===== config.mk =====
export PLATFORM = sky130hd
export DESIGN_NAME = invaders_game_sequencer
export DESIGN_NICKNAME = d
export VERILOG_FILES = /design/src/rtl/invaders_game_sequencer.sv
export SDC_FILE = /design/constraint.sdc
export NUM_CORES = 1
export LEC_CHECK = 0
export BUFFER_PORTS_ARGS = -buffer_cell sky130_fd_sc_hd__buf_4
export CAP_MARGIN = 10
export CORE_ASPECT_RATIO = 0.75
export CORE_UTILIZATION = 45
export DETAILED_ROUTE_END_ITERATION = 16
export PLACE_DENSITY = 0.71
export SYNTH_ARGS = -nofsm -noshare
export SYNTH_HDL_FRONTEND = slang
export SYNTH_SLANG_ARGS = --single-unit

===== constraint.sdc =====
create_clock -name i_clk_25MHz -period 2.85 [get_ports i_clk_25MHz]
set_clock_uncertainty 0.2 [all_clocks]
set_input_delay 0 -clock i_clk_25MHz [delete_from_list [all_inputs] [get_ports i_clk_25MHz]]
set_output_delay 0 -clock i_clk_25MHz [all_outputs]
set_load 0.02 [all_outputs]

===== src/rtl/invaders_game_sequencer.sv =====
// Game-flow controller for the invaders playfield: idle, play, pause and game-over sequencing with score/lives/level.
// Optional HIGH_SCORE_EN adds a high-score register that survives game restarts and is cleared only by i_reset.
module invaders_game_sequencer #(
    parameter int LIVES         = 3,
    parameter int ROW_LIMIT     = 14,
    parameter int SCORE_PER_HIT = 10,
    parameter int PAUSE_CYCLES  = 25000000,
    parameter int MAX_LEVEL     = 7
) (
    input  logic        i_clk_25MHz,
    input  logic        i_reset,
    input  logic        i_start,
    input  logic        i_hit,
    input  logic [19:0] i_invaders_array,
    input  logic [3:0]  i_invaders_row,
    input  logic        i_player_hit,
    output logic        o_invaders_reset,
    output logic        o_enable,
    output logic [1:0]  o_state,
    output logic [15:0] o_score,
    output logic [1:0]  o_lives,
    output logic [2:0]  o_level,
    output logic        o_game_over
`ifdef HIGH_SCORE_EN
    ,
    output logic [15:0] o_high_score
`endif
);

    typedef enum logic [1:0] {
        IDLE  = 2'd0,
        PLAY  = 2'd1,
        PAUSE = 2'd2,
        OVER  = 2'd3
    } state_t;

    localparam int                CNT_W    = (PAUSE_CYCLES > 1) ? $clog2(PAUSE_CYCLES) : 1;
    localparam logic [CNT_W-1:0]  CNT_LAST = CNT_W'(PAUSE_CYCLES - 1);

    state_t           state;
    logic [CNT_W-1:0] pause_cnt;
    logic             start_prev;
    logic             hit_prev;
    logic             cause_wave;

    logic             start_edge;
    logic             hit_edge;
    logic             invasion;
    logic             go_over;
    logic [16:0]      score_sum;
    logic [15:0]      score_next;

    assign o_state    = state;
    assign start_edge = i_start & ~start_prev;
    assign hit_edge   = i_hit & ~hit_prev;
    assign invasion   = (i_invaders_row >= 4'(ROW_LIMIT));
    assign go_over    = (state == PLAY) && (invasion || (i_player_hit && o_lives == 2'd1));

    // NOTE: every signal written in always_comb gets a default first, so no path can infer a latch.
    always_comb begin
        score_sum  = {1'b0, o_score} + 17'(SCORE_PER_HIT);
        score_next = o_score;
        if (state == PLAY && hit_edge) begin
            score_next = score_sum[16] ? 16'hFFFF : score_sum[15:0];
        end
    end

    // NOTE: sequential state uses non-blocking assignments so all registers update from pre-edge values.
    always_ff @(posedge i_clk_25MHz or posedge i_reset) begin
        if (i_reset) begin
            state            <= IDLE;
            o_invaders_reset <= 1'b1;
            o_enable         <= 1'b0;
            o_score          <= 16'd0;
            o_lives          <= 2'd0;
            o_level          <= 3'd0;
            o_game_over      <= 1'b0;
            pause_cnt        <= '0;
            start_prev       <= 1'b1;  // a button held through reset must not start a game
            hit_prev         <= 1'b0;
            cause_wave       <= 1'b0;
        end else begin
            start_prev <= i_start;
            hit_prev   <= i_hit;
            case (state)
                IDLE: begin
                    if (start_edge) begin
                        state            <= PLAY;
                        o_score          <= 16'd0;
                        o_lives          <= 2'(LIVES);
                        o_level          <= 3'd0;
                        o_invaders_reset <= 1'b0;
                        o_enable         <= 1'b1;
                    end
                end
                PLAY: begin
                    o_score <= score_next;
                    if (invasion) begin
                        state       <= OVER;
                        o_enable    <= 1'b0;
                        o_game_over <= 1'b1;
                    end else if (i_player_hit) begin
                        o_lives  <= o_lives - 2'd1;
                        o_enable <= 1'b0;
                        if (o_lives == 2'd1) begin
                            state       <= OVER;
                            o_game_over <= 1'b1;
                        end else begin
                            state      <= PAUSE;
                            cause_wave <= 1'b0;
                            pause_cnt  <= '0;
                        end
                    end else if (i_invaders_array == 20'd0) begin
                        state            <= PAUSE;
                        cause_wave       <= 1'b1;
                        pause_cnt        <= '0;
                        o_enable         <= 1'b0;
                        o_invaders_reset <= 1'b1;
                    end
                end
                PAUSE: begin
                    if (pause_cnt == CNT_LAST) begin
                        pause_cnt        <= '0;
                        state            <= PLAY;
                        o_enable         <= 1'b1;
                        o_invaders_reset <= 1'b0;
                        if (cause_wave && o_level < 3'(MAX_LEVEL)) begin
                            o_level <= o_level + 3'd1;
                        end
                    end else begin
                        pause_cnt <= pause_cnt + 1'b1;
                    end
                end
                OVER: begin
                    if (start_edge) begin
                        state            <= IDLE;
                        o_game_over      <= 1'b0;
                        o_invaders_reset <= 1'b1;
                    end
                end
                default: state <= IDLE;
            endcase
        end
    end

`ifdef HIGH_SCORE_EN
    // Captures the final score (including a coincident last hit) as the game enters OVER.
    always_ff @(posedge i_clk_25MHz or posedge i_reset) begin
        if (i_reset) begin
            o_high_score <= 16'd0;
        end else if (go_over && score_next > o_high_score) begin
            o_high_score <= score_next;
        end
    end
`else
    logic unused_go_over;
    assign unused_go_over = go_over;
`endif

endmodule


Word-level counts from Yosys, hierarchy flattened
Cells that the tools add are included.
- bits of input ports: 29
- logic and storage cells: 105
- register bits: 54
- $add $sub $neg: 4
- bitwise gates (word level): 5
- reduce and logical (&&, ||, !) cells: 19
- magnitude comparators: 2
- mux-type cells: 44
- equal/unequal tests: 20
- operators with widths (cell ; count):
    two-way mux 25 bit ; 5
    one-hot mux 25 bit (2 select lines) ; 1
    two-way mux 16 bit ; 3
    one-hot mux 16 bit (2 select lines) ; 1
    AND reduction 4 bit ; 7
    adder 25 x 1 -> 25 bit, second input constant ; 1
    == test 25 bit, second input constant ; 1
    logical NOT 20 bit ; 1
    two-way mux 2 bit ; 9
    adder 16 x 4 -> 17 bit, second input constant ; 1
    two-way mux 1 bit ; 16
    != test 2 bit, second input constant ; 8
    nonzero test 2 bit ; 5
    two-way mux 3 bit ; 3
    one-hot mux 2 bit (4 select lines) ; 1
    != test 3 x 2 -> 1 bit, second input constant ; 2
    != test 3 bit, second input constant ; 2
    one-hot mux 3 bit (2 select lines) ; 1
    AND reduction 6 bit ; 1
    == test 2 x 1 -> 1 bit, second input constant ; 2
    == test 2 bit, second input constant ; 2
    >= comparator 4 bit, second input constant ; 1
    != test 2 x 1 -> 1 bit, second input constant ; 2
    != test 4 x 3 -> 1 bit, second input constant ; 1
    13 further kinds ; 17

Longest topological paths before layout
- word-level depth: 5
- depth in mapped cells: 9
- depth with buffers taken out: 7

Least setup slack after synthesis
OpenSTA, ideal clock, no wires.
- kind: reg-to-reg
- start point: reg o_lives[1]
- end point: reg pause_cnt[12]
- data required time: 2531 ps
- data arrival time: 1873 ps
- path buffers: 1
- slack: 658 ps
- library setup time: 119 ps
- cell stages (with the launch flop): 9
- cells stage by stage: dfrtp_1 -> inv_1 -> ha_1 -> a32oi_2 -> nand3_1 -> o21ai_2 -> buf_4 -> o211ai_1 -> a21bo_2
- word-level cells in the longest chain between the ends: 3
- ends and longest elaborated chain (what ; line ; text):
    start: declaration ; 21 ; output logic [1:0] o_lives,
    start signal: assignment ; 90 ; o_lives <= 2'(LIVES);
    start signal: assignment ; 103 ; o_lives <= o_lives - 2'd1;
    == test 2 x 1 -> 1 bit ; 105 ; if (o_lives == 2'd1) begin
    != test 3 bit (no line) ; n/a ;
    AND reduction 4 bit (no line) ; n/a ;
    end signal: assignment ; 131 ; pause_cnt <= pause_cnt + 1'b1;
    end: declaration ; 41 ; logic [CNT_W-1:0] pause_cnt;
No other way between the ends.
A chain may end at the register's enable or synchronous reset.

Final worst setup path
- start point: in i_invaders_array[19]
- end point: reg o_invaders_reset
- word-level cells in the longest chain between the ends: 3
- ends and longest elaborated chain (what ; line ; text):
    start: declaration ; 14 ; input logic [19:0] i_invaders_array,
    logical NOT 20 bit ; 113 ; end else if (i_invaders_array == 20'd0) begin
    != test 2 x 1 -> 1 bit (no line) ; n/a ;
    AND reduction 6 bit (no line) ; n/a ;
    end signal: assignment ; 118 ; o_invaders_reset <= 1'b1;
    end signal: assignment ; 126 ; o_invaders_reset <= 1'b0;
    end signal: assignment ; 138 ; o_invaders_reset <= 1'b1;
    end: declaration ; 17 ; output logic o_invaders_reset,
No other way between the ends.

==> results.ini <==
[sta]
finalHoldViolCount=0
worst_pin_slew_ns=0.683
post-route-min-period_ns=2.63
finalSetupViolCount=0
setup_slack_ns=0.221
finalCritPeriodShare_pct=92.2
finalMaxSlewViolations=0
rsz0062_at_grt=no
fin_tns_setup_ns=0
relSlewSlack_pct=54.0
fmax_mhz=380

[layout]
final_nets=492
final_util_pct=56.2
layout-drive-gt1-share_pct=20.4
regArea_um2=1350
diodes=0
fill_cells=690
area_delta_synth_final_pct=19.9
multi_input_area_um2=1910

[drt]
finalWirelength_um=8880
drt-initial-drc-count=189
antenna_violating_nets_post_route=0
drtPass1Iterations=4
drt-vias-per-instance=5.95
wl_per_cell_um=16.0
vias=3308
drc_errors=0

[cts]
clk-insertion-delay-late_ns=0.31
cts-htree-levels=2
cts_made_buffers=5
cts.path.max_buffers=2
clk_pin_slew_ns=0.11
cts-root-buf=clkbuf_8
cts_tree=done
cts.sinks=54

[pwr]
p_per_area_nw_per_um2=319
switching_share_pct=24.6
power.switching_w=0.000325
power.internal_w=0.000993
seq_power_share_pct=59.8
p_clk_share_pct=33.5
power.leakage_nw=1.84
power_frac_comb_pct=6.7
report.power.total_w=0.00132
vdd_drop_max_mv=0.255

[die]
die_x_um=103
fp.dieH_um=77.8
core_area_um2=7360
io-pin-count=55
start_util_pct=46.8
die-area_um2=8020
num_rows=27

[min_path]
worstHoldStart=i_invaders_row[2]
min_path_type=in2reg

[critical_path]
cp-startpoint=i_invaders_array[19]
cp_data_required_time_ns=2.90
path_cells=dlygate4sd3_1, buf_4, nor4_2, dlygate4sd3_1, nand2_1, dlygate4sd3_1, o41ai_1, a41oi_1, a31oi_1
cp-start-kind=primary input
endpoint_kind=register
r2r-start=o_state[1]
cp.arrival_ns=2.67
cpPeakStageDelay_ns=0.60
slowest_stage=dlygate4sd3_1
crit_fanout=2
crit_top_cell=dlygate4sd3_1
cp_num_buf_inv=4
critPathKind=in2reg
path_delay_family=buffers and inverters

[logic_synthesis]
synth_seq_cells=54
synth_edf_count=0
syn_nets=430
syn_area_um2=3450
synth_top_area_share_pct=37.7
synthCells=392
synth.area.top_cells=dfrtp_1, o21ai_0, nand2_1
ys.flop_type=dfrtp_1
yosysTopAreaCell=dfrtp_1
yosysWarnings=0
syn-mean-instance-area_um2=8.80
ys_types=58
yosysSeqAreaShare_pct=39.3
async_flop_share_pct=100

[global_routing]
grt_pass1_vias=3148
grt_pass1_wl_um=14600
grt_start_max_net_pins=29
grt_overflow=0
grtUsageTotal_pct=22.9
grt_antenna_before_repair=0

[placement]
post-place-ws_ns=0.435
dp_hpwl_um=6350
numPortBuffers=53
gp_congestion=0.875

[flow_run]
cap_violations=0

[run_status]
outcome=finished clean

## power groups by stage
stage / Clock [W] / Sequential (W) / Combinational, W
floorplan: 0 / 0.000804 / 0.0000289
global placement: 0 / 0.000802 / 0.0000804
detailed placement: 0 / 0.000802 / 0.0000825
CTS: 0.000457 / 0.000788 / 0.0000895
global route: 0.000478 / 0.000790 / 0.0000988
finish: 0.000441 / 0.000788 / 0.0000887
## worst paths after layout
kind / to / slack [ns] / cells past startpoint
min in group asynchronous: o_score[13] / 0.48 / 4
setup / recovery: o_invaders_reset / 0.22 / 9
max in group asynchronous: o_invaders_reset / 1.36 / 5
hold reg to reg: o_enable / 0.31 / 1
hold / removal: o_state[0] / 0.02 / 4
setup reg to reg: o_score[15] / 0.40 / 7
## layer usage
layer  GRT usage (%)  wire length [um]  share of wire (%)
met4            4.23                30               0.34
met1            33.3              4560                 51
met2            36.4              3850                 43
met5               0                 0                  0
met3            3.33               431                4.9
## through the flow
stage          hold WS [ns]  std cells  cell area [um^2]
3_5_place_dp         -0.304        540              3960
6_report             0.0204        556              4140
3_3_place_gp         -0.306        540              3960
2_1_floorplan        -0.196        392              3450
4_1_cts             0.00452        556              4130
5_1_grt              0.0456        556              4140
## synth_stat cells, drive strengths merged, types with 2 or more instances
library cell	n
o211ai	10
buf	8
a21o	2
o21ai	47
dfstp	2
nand4	11
a21bo	6
nand2	38
o211a	4
ha	9
and2	4
dfrtp	52
nor2b	3
a22o	9
nand3	20
a41oi	2
nor2	34
nor3	10
o21a	2
nand2b	2
clkbuf	10
mux2i	4
nor4	16
a211o	4
a31oi	5
inv	21
a21oi	14
and3	6
o2bb2ai	3
a211oi	5
and4	5
mux2	2
nand4b	8
## cells in the final DEF (no fill, tap or decap), types with 3 or more instances in the layout
cell type	instances
nor2_1	34
mux2i_1	4
nor2b_1	3
a211o_1	4
buf_4	65
and2_1	4
dfrtp_1	52
o211ai_1	10
nor4_1	14
a21bo_2	5
a211oi_1	5
nand4b_1	8
nand4_1	9
o2bb2ai_1	3
o211a_1	4
nand2_1	38
and3_1	5
inv_1	20
o21ai_0	45
a31oi_1	5
and4_1	4
nor3_1	9
ha_1	9
a22o_1	9
a21oi_1	14
dlygate4sd3_1	8
nand3_1	20
clkbuf_8	5
## state kept, by name, summed over array words and instances, names as in the netlist
register	cells
o_enable	1
o_lives	2
pause_cnt	25
o_invaders_reset	1
o_level	3
cause_wave	1
hit_prev	1
o_score	16
o_game_over	1
o_state	2
start_prev	1
## layout make-up
class                           count  area share, %
Clock buffer                        5           1.66
Clock inverter                      3          0.514
Inverter                           22           2.00
Sequential cell                    54           32.7
Multi-Input combinational cell    298           46.3
Tap cell                          101           3.06
Timing Repair Buffer               73           13.7
## timing repair
action / in CTS / in global routing
endpoints found under the hold margin: 64 / 0
hold buffers: 8 / 0
gates resized for setup: 0 / 1
endpoints found under the setup margin: 0 / 1
setup buffers: 0 / 0
## tightest hold or removal path: stages
cell	delay, ns
buf_4	0.09
a32oi_2	0.15
o21bai_1	0.14
mux2_1	0.13
## cell families after synthesis
group	after synthesis	synth area share, %
compound gates	124	24.7
buf+inv	40	5.41
mux	6	1.81
flops	54	39.3
simple gates	159	25.5
fa+ha+maj	9	3.27
(Power assumes the default switching activity.)
